==> config.mk <==
export PLATFORM = sky130hd
export DESIGN_NAME = pe_divider
export DESIGN_NICKNAME = d
export VERILOG_FILES = /design/src/rtl/pe_divider.sv
export SDC_FILE = /design/constraint.sdc
export NUM_CORES = 1
export LEC_CHECK = 0
export ABC_AREA = 1
export CORE_UTILIZATION = 35
export DETAILED_ROUTE_END_ITERATION = 10
export SLEW_MARGIN = 20
export SYNTH_ARGS = -nofsm -noshare
export SYNTH_HDL_FRONTEND = slang
export SYNTH_SLANG_ARGS = --single-unit
export TNS_END_PERCENT = 10
==> constraint.sdc <==
create_clock -name clk -period 4 [get_ports clk]
set_clock_uncertainty 0.1 [all_clocks]
set_input_delay 0.6 -clock clk [delete_from_list [all_inputs] [get_ports clk]]
set_output_delay 0.6 -clock clk [all_outputs]
set_load 0.01 [all_outputs]
==> src/rtl/pe_divider.sv <==
// pe_divider: sequential radix-2 restoring divider for the BDPU processing element.
// Produces one quotient bit per clock behind a start/busy/done handshake.
// Optional feature: define PE_DIVIDER_SIGNED_EN for two's complement operands
// (truncating division, remainder takes the sign of the dividend).
module pe_divider #(
    parameter int WIDTH = 64,
    parameter int CNT_W = 7
) (
    input  logic             clk,
    input  logic             rst_n,
    input  logic             start,
    input  logic [WIDTH-1:0] a,
    input  logic [WIDTH-1:0] b,
    output logic             busy,
    output logic             done,
    output logic [WIDTH-1:0] q,
    output logic [WIDTH-1:0] r,
    output logic             div_by_zero
);

    typedef enum logic [1:0] {
        IDLE = 2'd0,
        RUN  = 2'd1,
        DONE = 2'd2
    } state_t;

    state_t           state_q, state_d;
    logic [CNT_W-1:0] cnt_q, cnt_d;
    logic [WIDTH-1:0] rem_q, rem_d;
    logic [WIDTH-1:0] dvd_q, dvd_d;
    logic [WIDTH-1:0] dvs_q, dvs_d;
    logic [WIDTH-1:0] q_q, q_d;
    logic [WIDTH-1:0] r_q, r_d;
    logic             dbz_q, dbz_d;

`ifdef PE_DIVIDER_SIGNED_EN
    logic [WIDTH-1:0] a_raw_q, a_raw_d;
    logic             q_neg_q, q_neg_d;
    logic             r_neg_q, r_neg_d;
`endif

    logic             accept;
    logic [WIDTH:0]   partial;
    logic [WIDTH:0]   trial;
    logic             borrow;
    logic [WIDTH-1:0] rem_step;
    logic [WIDTH-1:0] quo_step;

    // A new operation is taken when idle or in the completion cycle (no bubble).
    assign accept = start && ((state_q == IDLE) || (state_q == DONE));

    // One restoring step. The partial remainder is always below the divisor, so
    // the WIDTH+1-bit difference lies within (-divisor, divisor) and its top bit
    // is exactly the borrow of the trial subtraction.
    always_comb begin
        partial  = {rem_q, dvd_q[WIDTH-1]};
        trial    = partial - {1'b0, dvs_q};
        borrow   = trial[WIDTH];
        rem_step = borrow ? partial[WIDTH-1:0] : trial[WIDTH-1:0];
        quo_step = {dvd_q[WIDTH-2:0], ~borrow};
    end

    // Next-state, operand latching, iteration and result registration.
    always_comb begin
        state_d = state_q;
        cnt_d   = cnt_q;
        rem_d   = rem_q;
        dvd_d   = dvd_q;
        dvs_d   = dvs_q;
        q_d     = q_q;
        r_d     = r_q;
        dbz_d   = dbz_q;
`ifdef PE_DIVIDER_SIGNED_EN
        a_raw_d = a_raw_q;
        q_neg_d = q_neg_q;
        r_neg_d = r_neg_q;
`endif

        case (state_q)
            IDLE: begin
                if (start) begin
                    state_d = RUN;
                end
            end
            RUN: begin
                if (dvs_q == '0) begin
                    q_d     = '1;
`ifdef PE_DIVIDER_SIGNED_EN
                    r_d     = a_raw_q;
`else
                    r_d     = dvd_q;
`endif
                    dbz_d   = 1'b1;
                    cnt_d   = '0;
                    state_d = DONE;
                end else begin
                    rem_d = rem_step;
                    dvd_d = quo_step;
                    cnt_d = cnt_q - CNT_W'(1);
                    if (cnt_q == CNT_W'(1)) begin
`ifdef PE_DIVIDER_SIGNED_EN
                        q_d = q_neg_q ? -quo_step : quo_step;
                        r_d = r_neg_q ? -rem_step : rem_step;
`else
                        q_d = quo_step;
                        r_d = rem_step;
`endif
                        dbz_d   = 1'b0;
                        state_d = DONE;
                    end
                end
            end
            DONE: begin
                state_d = start ? RUN : IDLE;
            end
            default: begin
                state_d = IDLE;
            end
        endcase

        if (accept) begin
            rem_d = '0;
            cnt_d = CNT_W'(WIDTH);
`ifdef PE_DIVIDER_SIGNED_EN
            dvd_d   = a[WIDTH-1] ? -a : a;
            dvs_d   = b[WIDTH-1] ? -b : b;
            a_raw_d = a;
            q_neg_d = a[WIDTH-1] ^ b[WIDTH-1];
            r_neg_d = a[WIDTH-1];
`else
            dvd_d = a;
            dvs_d = b;
`endif
        end
    end

    // State and datapath registers with asynchronous active-low reset.
    always_ff @(posedge clk or negedge rst_n) begin
        if (!rst_n) begin
            state_q <= IDLE;
            cnt_q   <= '0;
            rem_q   <= '0;
            dvd_q   <= '0;
            dvs_q   <= '0;
            q_q     <= '0;
            r_q     <= '0;
            dbz_q   <= 1'b0;
`ifdef PE_DIVIDER_SIGNED_EN
            a_raw_q <= '0;
            q_neg_q <= 1'b0;
            r_neg_q <= 1'b0;
`endif
        end else begin
            state_q <= state_d;
            cnt_q   <= cnt_d;
            rem_q   <= rem_d;
            dvd_q   <= dvd_d;
            dvs_q   <= dvs_d;
            q_q     <= q_d;
            r_q     <= r_d;
            dbz_q   <= dbz_d;
`ifdef PE_DIVIDER_SIGNED_EN
            a_raw_q <= a_raw_d;
            q_neg_q <= q_neg_d;
            r_neg_q <= r_neg_d;
`endif
        end
    end

    assign busy        = (state_q == RUN);
    assign done        = (state_q == DONE);
    assign q           = q_q;
    assign r           = r_q;
    assign div_by_zero = dbz_q;

endmodule
==> impl_metrics.json <==
{
  "clock_sinks": 330,
  "cp_slowest_cell": "nor4_1",
  "clock_path_buffers": 3,
  "vias_per_cell": 4.837,
  "start_kind": "register",
  "status": "finished clean",
  "vias": 19436,
  "worstSetupPathType": "register to register",
  "critPathBufInv": 4,
  "fin_tns_setup_ns": 0,
  "syn_area_per_cell_um2": 6.881,
  "critical_path.cell_chain": "nor4_1 > nand3_1 > nor2_1 > nand2_1 > nand2_1 > buf_4 > nand2_2 > buf_4 > inv_2 > buf_12 > nand2_1 > nand2_1",
  "die_area_um2": 59760,
  "grt_antenna_before_repair": 1,
  "hold_viol_final": 0,
  "yosysUniqueCellTypes": 37,
  "max-slew-margin-rel_pct": 49.88,
  "drtIter0Drc": 1440,
  "fill_cells": 6103,
  "first_global_vias": 18954,
  "ys_seq_area_share_pct": 40.14,
  "wire_per_inst_um": 17.65,
  "grt_max_degree": 84,
  "hp-class": "register to register",
  "drc_errors": 0,
  "numPortBuffers": 261,
  "drive_gt1_share_pct": 5.380,
  "fmax_mhz": 288.6,
  "rsz0062_at_grt": "no",
  "dpl-instance-area_um2": 24070,
  "numCtsBuffers": 39,
  "cts-resized-gates": 0,
  "endpoint_kind": "register",
  "grt-ovfl-total": 0,
  "vdd_ir_drop_max_mv": 0.2554,
  "ys_ff_latch": 330,
  "die_y_um": 244.5,
  "synth_area_leaders": "dfrtp_1, nand2_1, inv_1",
  "cts_root_buffer": "clkbuf_16",
  "drv_cap": 0,
  "io_pins": 262,
  "yosys_warnings": 0,
  "worst_pin_slew_ns": 0.7449,
  "p_total_w": 0.007320,
  "area_growth_syn_to_layout_pct": 23.60,
  "dr.pass1.iters": 5,
  "final_area_um2": 25430,
  "period_share_pct": 86.62,
  "netlist.area_leader.share_pct": 40.14,
  "setup_viol": 0,
  "cp_max_fo": 64,
  "wirelength_mm": 70.90,
  "postCtsSetupRepairBufs": 0,
  "leakagePower_nw": 13.78,
  "gp_congestion": 0.9961,
  "n_antenna_cell": 0,
  "grt_pass1_wl_mm": 110.7,
  "start_util_pct": 35.52,
  "timing.critical_path.mode_cell": "nand2_1",
  "cts_hold_buf": 1,
  "worst_skew_pair.late_latency_ns": 0.57,
  "synth_top_cell_by_area": "dfrtp_1",
  "core_um2": 57920,
  "syn-num-nets": 3188,
  "nets": 3424,
  "cts_max_level": 2,
  "cp_top_family": "simple AND/OR/NAND/NOR gates",
  "slew_viol_final": 0,
  "postRouteAntennaNets": 0,
  "clk_pin_slew_worst_paths_ns": 0.06,
  "synth_cells": 2990,
  "place_hpwl_mm": 55.89,
  "slowest_delay_ns": 0.67,
  "num_rows": 88,
  "grt_use_total_pct": 23.81,
  "cts_tree": "built",
  "chipWidth_um": 244.5,
  "cp_data_arrival_time_ns": 3.86,
  "p_per_area_nw_per_um2": 287.9,
  "required_ns": 4.39,
  "fin_crit_ns": 3.465,
  "netlist_area_um2": 20570
}
==> cell usage after synthesis <==
cell,n
xnor2_1,30
ha_1,66
nor2_2,7
o221ai_1,10
fa_1,1
nor4_1,10
nand2_2,21
nor4_2,1
clkbuf_1,52
nand4_1,24
dfrtp_1,330
buf_4,3
buf_1,8
nand3_1,169
o211ai_1,3
buf_2,28
clkinv_1,2
buf_6,1
nand2_4,31
nor2_4,1
nand3_2,1
nand3b_1,1
buf_12,4
a21oi_2,3
a21oi_1,112
nand2_1,1063
inv_1,546
a22oi_1,106
inv_2,14
nor3_1,24
and3_1,1
nor2_1,184
xor2_1,6
o21ai_0,120
o21ai_1,2
and2_1,1
o22ai_1,4
==> metrics by stage <==
stage | setup WS, ns | utilization (%) | hold WS, ns | std cells
detailed placement | 0.5962 | 41.57 | 0.3905 | 3949
floorplan | 1.440 | - | 0.2044 | 2990
finish | 0.5353 | 43.91 | 0.3986 | 4018
global placement | 0.6290 | 41.57 | 0.3895 | 3949
global route | 0.3948 | 43.91 | 0.4160 | 4018
CTS | 0.5581 | 43.91 | 0.4054 | 4018
==> registers in the layout, indices dropped and copies added (netlist names) <==
register,flops
q,64
state_q,2
rem_q,64
dvd_q,64
r,64
dvs_q,64
cnt_q,7
div_by_zero,1
==> worst min-delay path: cells and delay by family (launching register included) <==
family	cells	cell delay, ns
compound gates	1	0.06
flops	1	0.34
simple gates	1	0.06
==> where the power goes <==
group          total, W  switching (W)  internal (W)
registers       0.00334              0       0.00334
clock network   0.00377        0.00148       0.00228
logic          0.000213      0.0000940      0.000119
==> cell type report <==
type                    count  area, µm²  share of cell area [%]
flip-flops and latches    330       8258                   32.48
multi-input cells        2002       9744                   38.32
well taps                 765      957.2                   3.764
clock buffers              56       1162                   4.571
clock inverters            12      182.7                  0.7184
repair buffers            291       3008                   11.83
inverters                 562       2116                   8.321
==> cell families after synthesis <==
kind of cell	share of synthesized area, %
flip-flops	40.14
AND/OR/NAND/NOR	31.29
AO/OA/AOI/OAI	10.34
XOR/XNOR	1.533
adder cells (fa/ha/maj)	4.111
buffers and inverters	12.58
==> final timing paths <==
kind                                        from                     to  slack, ns  depth (start not counted)
max                        dvs_q[22]$_DFFE_PN0P_  rem_q[47]$_DFFE_PN0P_       0.54                         12
min                            r[48]$_DFFE_PN0P_      r[48]$_DFFE_PN0P_       0.40                          2
max reg2reg                dvs_q[22]$_DFFE_PN0P_  rem_q[47]$_DFFE_PN0P_       0.54                         12
min reg2reg                    r[48]$_DFFE_PN0P_      r[48]$_DFFE_PN0P_       0.40                          2
max in group asynchronous                  rst_n  rem_q[35]$_DFFE_PN0P_       2.39                          3
min in group asynchronous                  rst_n  dvd_q[19]$_DFFE_PN0P_       0.47                          2
==> metal layers <==
metal | global-route usage [%] | wire length, µm | part of all wire [%]
met2 | 39.76 | 33420 | 47
met5 | 0 | 13 | 0.018
met3 | 3.117 | 3851 | 5.4
met1 | 32.14 | 31720 | 45
met4 | 6.728 | 1891 | 2.7
==> placed cells by master, fill, tap and decap left out, types with 13 or more instances in the layout <==
master           instances
a21oi_1                112
a22oi_1                106
buf_12                  13
buf_4                   16
clkbuf_16               41
clkdlybuf4s50_1        260
dfrtp_1                330
ha_1                    66
inv_1                  544
inv_2                   14
nand2_1               1061
nand2_2                 23
nand2_4                 31
nand3_1                169
nand4_1                 24
nor2_1                 183
nor3_1                  24
o21ai_0                120
xnor2_1                 30
No activity file was read; power rests on OpenSTA's default activity.
